==> src/rtl/io_responder_pkg.sv <==
// Shared I/O map constants and the hex-to-seven-segment glyph table for the
// memory-mapped I/O responder.
package io_responder_pkg;

  localparam logic [31:0] IO_START_MEM = 32'hFFFF_FC00;

  localparam logic [31:0] IO_LED_OFF   = 32'h0000_0000;
  localparam logic [31:0] IO_SW_OFF    = 32'h0000_0004;
  localparam logic [31:0] IO_SEG_OFF   = 32'h0000_0008;
  localparam logic [31:0] IO_BTN_OFF   = 32'h0000_000C;
  localparam logic [31:0] IO_TIMER_OFF = 32'h0000_0010;

  // Active-high {g,f,e,d,c,b,a}; the display driver inverts for the board.
  function automatic logic [6:0] hex7(input logic [3:0] v);
    logic [6:0] g;
    case (v)
      4'h0: g = 7'h3F;  4'h1: g = 7'h06;  4'h2: g = 7'h5B;  4'h3: g = 7'h4F;
      4'h4: g = 7'h66;  4'h5: g = 7'h6D;  4'h6: g = 7'h7D;  4'h7: g = 7'h07;
      4'h8: g = 7'h7F;  4'h9: g = 7'h6F;  4'hA: g = 7'h77;  4'hB: g = 7'h7C;
      4'hC: g = 7'h39;  4'hD: g = 7'h5E;  4'hE: g = 7'h79;  default: g = 7'h71;
    endcase
    return g;
  endfunction

endpackage

==> src/rtl/io_responder_if.sv <==
// Memory-stage I/O port: the memory stage is the master, the responder the slave.
interface io_responder_if;
  logic [31:0] io_addr;
  logic        io_we;
  logic [31:0] io_write_data;
  logic [31:0] io_read_data;

  modport master (output io_addr, io_we, io_write_data, input io_read_data);
  modport slave  (input io_addr, io_we, io_write_data, output io_read_data);
endinterface

==> src/rtl/io_debounce.sv <==
// One-bit button conditioner: 2-flop synchronizer, then a stability counter
// that accepts a new level only after DEB_CYCLES consecutive differing samples.
module io_debounce #(
  parameter logic [19:0] DEB_CYCLES = 20'd1_000_000
) (
  input  logic clk,
  input  logic rst,
  input  logic btn_i,
  output logic level_o,
  output logic rise_o
);
  localparam logic [19:0] DEB_LAST = DEB_CYCLES - 20'd1;

  logic        s1_q, s2_q, level_q, level_d;
  logic [19:0] cnt_q, cnt_d;
  logic        accept;

  assign accept = (s2_q != level_q) && (cnt_q == DEB_LAST);

  // Counter sits at zero whenever the sample agrees with the stable level.
  always_comb begin
    level_d = level_q;
    cnt_d   = '0;
    if (accept)              level_d = s2_q;
    else if (s2_q != level_q) cnt_d  = cnt_q + 20'd1;
  end

  always_ff @(posedge clk) begin
    if (rst) begin
      s1_q    <= 1'b0;
      s2_q    <= 1'b0;
      level_q <= 1'b0;
      cnt_q   <= '0;
    end else begin
      s1_q    <= btn_i;
      s2_q    <= s1_q;
      level_q <= level_d;
      cnt_q   <= cnt_d;
    end
  end

  assign level_o = level_q;
  assign rise_o  = accept & s2_q;
endmodule

==> src/rtl/io_responder.sv <==
// Memory-mapped I/O target: LED, switch, seven-segment, button-flag and
// millisecond-timer registers plus the multiplexed 8-digit display scan.
module io_responder
  import io_responder_pkg::*;
#(
  parameter logic [31:0] IO_BASE    = IO_START_MEM,
  parameter int          SW_W       = 24,
  parameter int          LED_W      = 24,
  parameter int          BTN_W      = 5,
  parameter logic [19:0] DEB_CYCLES = 20'd1_000_000,
  parameter logic [16:0] TICK_DIV   = 17'd100_000,
  parameter logic [16:0] SCAN_DIV   = 17'd100_000
) (
  input  logic             clk,
  input  logic             rst,
  io_responder_if.slave    bus,
  input  logic [SW_W-1:0]  sw,
  input  logic [BTN_W-1:0] btn,
  output logic [LED_W-1:0] led,
  output logic [7:0]       seg_an,
  output logic [7:0]       seg_out
);
  localparam logic [16:0] TICK_LAST = TICK_DIV - 17'd1;
  localparam logic [16:0] SCAN_LAST = SCAN_DIV - 17'd1;

  logic [LED_W-1:0] led_q, led_d;
  logic [31:0]      seg_q, seg_d;
  logic [31:0]      timer_q, timer_d;
  logic [16:0]      pre_q, pre_d;
  logic [16:0]      scan_q, scan_d;
  logic [2:0]       dig_q, dig_d;
  logic [BTN_W-1:0] flag_q, flag_d;
  logic [SW_W-1:0]  sw1_q, sw2_q;
  logic [BTN_W-1:0] lvl, rise;

  // Offsets below IO_BASE wrap to huge values, but in_io keeps them out anyway.
  logic [31:0] off;
  logic        in_io, wr_led, wr_seg, wr_btn, wr_timer;
  logic [31:0] rdata;

  assign off      = bus.io_addr - IO_BASE;
  assign in_io    = bus.io_addr >= IO_BASE;
  assign wr_led   = bus.io_we && in_io && (off[31:2] == IO_LED_OFF[31:2]);
  assign wr_seg   = bus.io_we && in_io && (off[31:2] == IO_SEG_OFF[31:2]);
  assign wr_btn   = bus.io_we && in_io && (off[31:2] == IO_BTN_OFF[31:2]);
  assign wr_timer = bus.io_we && in_io && (off[31:2] == IO_TIMER_OFF[31:2]);

  for (genvar g = 0; g < BTN_W; g++) begin : g_deb
    io_debounce #(.DEB_CYCLES(DEB_CYCLES)) u_deb (
      .clk     (clk),
      .rst     (rst),
      .btn_i   (btn[g]),
      .level_o (lvl[g]),
      .rise_o  (rise[g])
    );
  end

  always_comb begin
    led_d   = led_q;
    seg_d   = seg_q;
    timer_d = timer_q;
    pre_d   = pre_q + 17'd1;
    scan_d  = scan_q + 17'd1;
    dig_d   = dig_q;
    if (pre_q == TICK_LAST) begin
      pre_d   = '0;
      timer_d = timer_q + 32'd1;
    end
    // A timer write overrides a coincident tick and restarts the prescaler.
    if (wr_timer) begin
      timer_d = bus.io_write_data;
      pre_d   = '0;
    end
    if (wr_led) led_d = bus.io_write_data[LED_W-1:0];
    if (wr_seg) seg_d = bus.io_write_data;
    if (scan_q == SCAN_LAST) begin
      scan_d = '0;
      dig_d  = dig_q + 3'd1;
    end
    // Clear first, then OR in new presses so a set wins over a W1C.
    flag_d = (flag_q & ~(wr_btn ? bus.io_write_data[BTN_W-1:0] : '0)) | rise;
  end

  always_ff @(posedge clk) begin
    if (rst) begin
      led_q   <= '0;
      seg_q   <= '0;
      timer_q <= '0;
      pre_q   <= '0;
      scan_q  <= '0;
      dig_q   <= '0;
      flag_q  <= '0;
      sw1_q   <= '0;
      sw2_q   <= '0;
    end else begin
      led_q   <= led_d;
      seg_q   <= seg_d;
      timer_q <= timer_d;
      pre_q   <= pre_d;
      scan_q  <= scan_d;
      dig_q   <= dig_d;
      flag_q  <= flag_d;
      sw1_q   <= sw;
      sw2_q   <= sw1_q;
    end
  end

  always_comb begin
    rdata = '0;
    if (in_io) begin
      case (off[31:2])
        IO_LED_OFF[31:2]:   rdata = 32'(led_q);
        IO_SW_OFF[31:2]:    rdata = 32'(sw2_q);
        IO_SEG_OFF[31:2]:   rdata = seg_q;
        IO_BTN_OFF[31:2]:   rdata = 32'(flag_q) | (32'(lvl) << 16);
        IO_TIMER_OFF[31:2]: rdata = timer_q;
        default:            rdata = '0;
      endcase
    end
  end

  assign bus.io_read_data = rdata;
  assign led              = led_q;
  assign seg_an           = ~(8'd1 << dig_q);
  assign seg_out          = ~{1'b0, hex7(seg_q[{dig_q, 2'b00} +: 4])};
endmodule

==> src/flat_wrapper.sv <==
// flat-port wrapper written by rule: the top's interface ports become plain ports
module io_responder_flat import io_responder_pkg::*;
#(
  parameter logic [31:0] IO_BASE    = IO_START_MEM,
  parameter int          SW_W       = 24,
  parameter int          LED_W      = 24,
  parameter int          BTN_W      = 5,
  parameter logic [19:0] DEB_CYCLES = 20'd1_000_000,
  parameter logic [16:0] TICK_DIV   = 17'd100_000,
  parameter logic [16:0] SCAN_DIV   = 17'd100_000
)
  (clk, rst, sw, btn, led, seg_an, seg_out, bus_io_addr, bus_io_we, bus_io_write_data, bus_io_read_data);
  io_responder_if bus_i ();
  input  logic clk;
  input  logic rst;
  input  logic [SW_W-1:0] sw;
  input  logic [BTN_W-1:0] btn;
  output logic [LED_W-1:0] led;
  output logic [7:0] seg_an;
  output logic [7:0] seg_out;
  input wire logic [$bits(bus_i.io_addr)-1:0] bus_io_addr;
  input wire logic [$bits(bus_i.io_we)-1:0] bus_io_we;
  input wire logic [$bits(bus_i.io_write_data)-1:0] bus_io_write_data;
  output wire logic [$bits(bus_i.io_read_data)-1:0] bus_io_read_data;
  assign bus_i.io_addr = bus_io_addr;
  assign bus_i.io_we = bus_io_we;
  assign bus_i.io_write_data = bus_io_write_data;
  assign bus_io_read_data = bus_i.io_read_data;
  io_responder #(.IO_BASE(IO_BASE), .SW_W(SW_W), .LED_W(LED_W), .BTN_W(BTN_W), .DEB_CYCLES(DEB_CYCLES), .TICK_DIV(TICK_DIV), .SCAN_DIV(SCAN_DIV)) u_core (.clk(clk), .rst(rst), .bus(bus_i), .sw(sw), .btn(btn), .led(led), .seg_an(seg_an), .seg_out(seg_out));
endmodule
==> config.mk <==
export PLATFORM = sky130hd
export DESIGN_NAME = io_responder_flat
export DESIGN_NICKNAME = d
export VERILOG_FILES = /design/src/rtl/io_responder_pkg.sv /design/src/rtl/io_responder_if.sv /design/src/rtl/io_debounce.sv /design/src/rtl/io_responder.sv /design/src/flat_wrapper.sv
export SDC_FILE = /design/constraint.sdc
export NUM_CORES = 1
export LEC_CHECK = 0
export CORE_UTILIZATION = 52
export CTS_BUF_LIST = sky130_fd_sc_hd__clkbuf_8
export CTS_CLUSTER_SIZE = 20
export DETAILED_ROUTE_END_ITERATION = 6
export GPL_TIMING_DRIVEN = 0
export PLACE_DENSITY = 0.74
export SKIP_CTS_REPAIR_TIMING = 1
export SLEW_MARGIN = 20
export SYNTH_ARGS = -nofsm -noshare
export SYNTH_HDL_FRONTEND = slang
export SYNTH_SLANG_ARGS = --single-unit
==> constraint.sdc <==
create_clock -name clk -period 2.8 [get_ports clk]
set_clock_uncertainty 0.15 [all_clocks]
set_input_delay 0.28 -clock clk [delete_from_list [all_inputs] [get_ports clk]]
set_output_delay 0.28 -clock clk [all_outputs]
set_load 0.01 [all_outputs]
==> flow_summary.json, run 1 <==
{
  "syn_area_um2": 13700,
  "hold_path_class": "in2reg",
  "yosysSeqAreaShare_pct": 42.8,
  "number_of_buffers_added_by_the_clock_tree_synthesis_step": 48,
  "failed_checks": "setup timing",
  "final_design_area_no_fill_um2": 17500,
  "max_cap_viol_count": 0,
  "maxSlewHeadroom_pct": 29.6,
  "finalHoldViolations": 0,
  "cp_max_fo": 5,
  "antenna_found_initial": 0,
  "antenna_cells": 0,
  "synth_seq_cells": 293,
  "pin_count_of_the_biggest_net_entering_global_routing": 13,
  "synth.most_common_cell": "dfxtp_1",
  "initial_utilization_pct": 52.7,
  "fillCellCount": 2099,
  "final_nets": 1909,
  "postLayoutSetupSlackWorst_ns": -0.446,
  "rsz0062_at_grt": "true",
  "core-area_um2": 26000,
  "report.final.setup_viol": 39,
  "drc_errors": 0,
  "routed_via_density": 5.60,
  "power_per_cell_area_nw_per_um2": 500,
  "detail_route.first_pass.iterations": 6,
  "post-route-util_pct": 67.4,
  "layout-drive-gt1-share_pct": 14.8,
  "first_global_vias": 11500,
  "post_synth_main_area_contributors": "dfxtp_1, mux2i_1, xor2_1",
  "worstSetupPathType": "reg2out",
  "ant_nets": 0,
  "p_leak_uw": 0.00700,
  "core.rowCount": 59,
  "status": "complete, but fails checks",
  "drt-initial-drc-count": 1101,
  "synth_async_sr_flop_share_pct": 0,
  "multiInputGateArea_um2": 7800,
  "peakVddDrop_uv": 510,
  "clock_tree.root_cell": "clkbuf_8",
  "maxClockFrequency_mhz": 308,
  "cp_data_required_time_ns": 2.37,
  "grt_overflow": 0,
  "startpoint_type": "register",
  "num_vias": 12100,
  "largest_area_contributor_in_the_synthesized_netlist": "dfxtp_1",
  "min_period_ns": 3.25,
  "final_min_period_over_clock_period_pct": 116,
  "synth_fp_nets": 1671,
  "clock_tree.buffer_depth": 3,
  "cts_tree": "yes",
  "commonest_cells_post_synth": "dfxtp_1, nand2_1, nor2_1",
  "syn_inst": 1555,
  "finalMaxSlewViolations": 0,
  "seqCellArea_um2": 5870,
  "area_enclosed_by_the_die_boundary_um2": 27000,
  "drt_wl_total_um": 38600,
  "dp_hpwl_um": 27400,
  "tightest_slew_ns": 1.06,
  "die_y_um": 164,
  "place.port_buffers": 161,
  "synth-edff-count": 0,
  "crit_arrival_ns": 2.82,
  "synth_unique_cells": 57,
  "die_width_um": 164,
  "grt_pass1_wl_um": 58300,
  "htree_levels": 2,
  "worst_setup_path_end_kind": "output port",
  "ys_warns": 0,
  "synth_largest_type_area_fraction_pct": 42.8,
  "avg_synthesized_cell_area_um2": 8.81,
  "areaGrowthSynthToFinish_pct": 27.9,
  "gp_congestion": 0.941,
  "top_level_ports": 168,
  "drt-wirelength-per-cell_um": 17.8,
  "yosys_most_used_dff": "dfxtp_1",
  "post_place_cell_area_um2": 15700,
  "clock_latency_ns": 0.57,
  "gr-usage-all-layers_pct": 27.6,
  "clock_sinks": 293,
  "clock_slew_at_the_register_clock_pins_of_the_worst_setup_and_hold_paths_ns": 0.06
}
## through the flow
step	setup WS, ns	total power (uW)	hold slack, ns	TNS [ns]	instances
6_report	-0.446	8760	0.119	-12.47	2165
5_1_grt	-0.525	9030	0.116	-14.76	2165
4_1_cts	-1.52	8770	0.104	-55.49	2138
3_5_place_dp	-1.48	4740	0.270	-107.64	2051
3_3_place_gp	-1.50	4730	0.268	-98.54	2051
2_1_floorplan	-0.0443	4510	0.240	-1.17	1555
## critical path, stage by stage (launching register included)
cell     delay, ns
dfxtp_4       0.38
buf_12        0.13
mux4_2        0.57
mux2i_4       0.26
buf_6         0.15
ha_4          0.12
inv_1         0.03
mux4_2        0.46
buf_6         0.14
## cell families after synthesis
family / count (synthesis) / share of synthesized area [%]
simple gates: 744 / 27.1
flops: 293 / 42.8
xor+xnor: 156 / 9.97
buf+inv: 116 / 3.66
mux: 115 / 9.34
compound gates: 110 / 5.25
fa+ha+maj: 20 / 1.83
other cells: 1 / 0.0274
## routing by layer
layer,vias up,share of wire [%],global-route usage (%)
met3,97,7.4,5.15
met5,-,0,0
met2,491,46,43.9
met1,5699,43,36.2
li1,5829,-,-
met4,0,3.8,12.2
## power breakdown
| group | leakage, uW | switching, uW | total (uW) | internal (uW) |
|---|---|---|---|---|
| Clock | 0.000600 | 1710 | 4080 | 2360 |
| Combinational | 0.00402 | 253 | 439 | 187 |
| Sequential | 0.00237 | 22.6 | 4240 | 4220 |
| Total | 0.00700 | 1990 | 8760 | 6770 |
## sequential cells by signal, indices dropped and copies added, names as in the netlist
register                    flops
u_core.scan_q                  17
u_core.g_deb.u_deb.s2_q         5
u_core.led                     24
u_core.g_deb.u_deb.cnt_q      100
u_core.flag_q                   5
u_core.dig_q                    3
u_core.seg_q                   32
u_core.g_deb.u_deb.s1_q         5
u_core.sw1_q                   24
u_core.g_deb.u_deb.level_o      5
u_core.timer_q                 32
u_core.sw2_q                   24
u_core.pre_q                   17
## final cells by class
| cell class | count | area share, % |
|---|---|---|
| well taps | 335 | 2.39 |
| plain buffers | 86 | 2.69 |
| clock buffers | 69 | 5.42 |
| inverters | 30 | 0.643 |
| multi-input cells | 1146 | 44.5 |
| repair buffers | 188 | 10.1 |
| flip-flops and latches | 293 | 33.5 |
| clock inverters | 18 | 0.757 |
## placed cells by master (no fill, tap or decap), types with 33 or more instances in the layout
master,count
nand4_1,33
clkbuf_8,69
xnor2_1,52
a21oi_1,51
clkbuf_1,58
nor2_1,164
nor3_1,43
nand3_1,68
nand2_1,206
dfxtp_1,292
nor2b_1,67
buf_2,35
clkdlybuf4s50_1,102
xor2_1,104
mux2i_1,91
inv_1,36
## path summary, 6_finish.rpt
| path | depth (start not counted) | startpoint | end | slack (ns) |
|---|---|---|---|---|
| hold reg to reg | 1 | u_core.sw1_q[15]$_SDFF_PP0_ | u_core.sw2_q[15]$_SDFF_PP0_ | 0.28 |
| setup / recovery | 8 | u_core.dig_q[0]$_SDFFE_PP0P_ | seg_out[3] | -0.45 |
| hold / removal | 2 | sw[0] | u_core.sw1_q[0]$_SDFF_PP0_ | 0.12 |
| setup reg to reg | 8 | u_core.pre_q[0]$_SDFF_PP0_ | u_core.timer_q[31]$_SDFFE_PP0P_ | 0.18 |
(Power assumes the default switching activity.)
==> inputs of run 2 (changes only) <==
--- a/config.mk
+++ b/config.mk
@@ -5,6 +5,7 @@
 export SDC_FILE = /design/constraint.sdc
 export NUM_CORES = 1
 export LEC_CHECK = 0
+export CAP_MARGIN = 20
 export CORE_UTILIZATION = 52
 export CTS_BUF_LIST = sky130_fd_sc_hd__clkbuf_8
 export CTS_CLUSTER_SIZE = 20
==> results of run 2 <==
Final layout, timing and power as in run 1 (identical DEF).
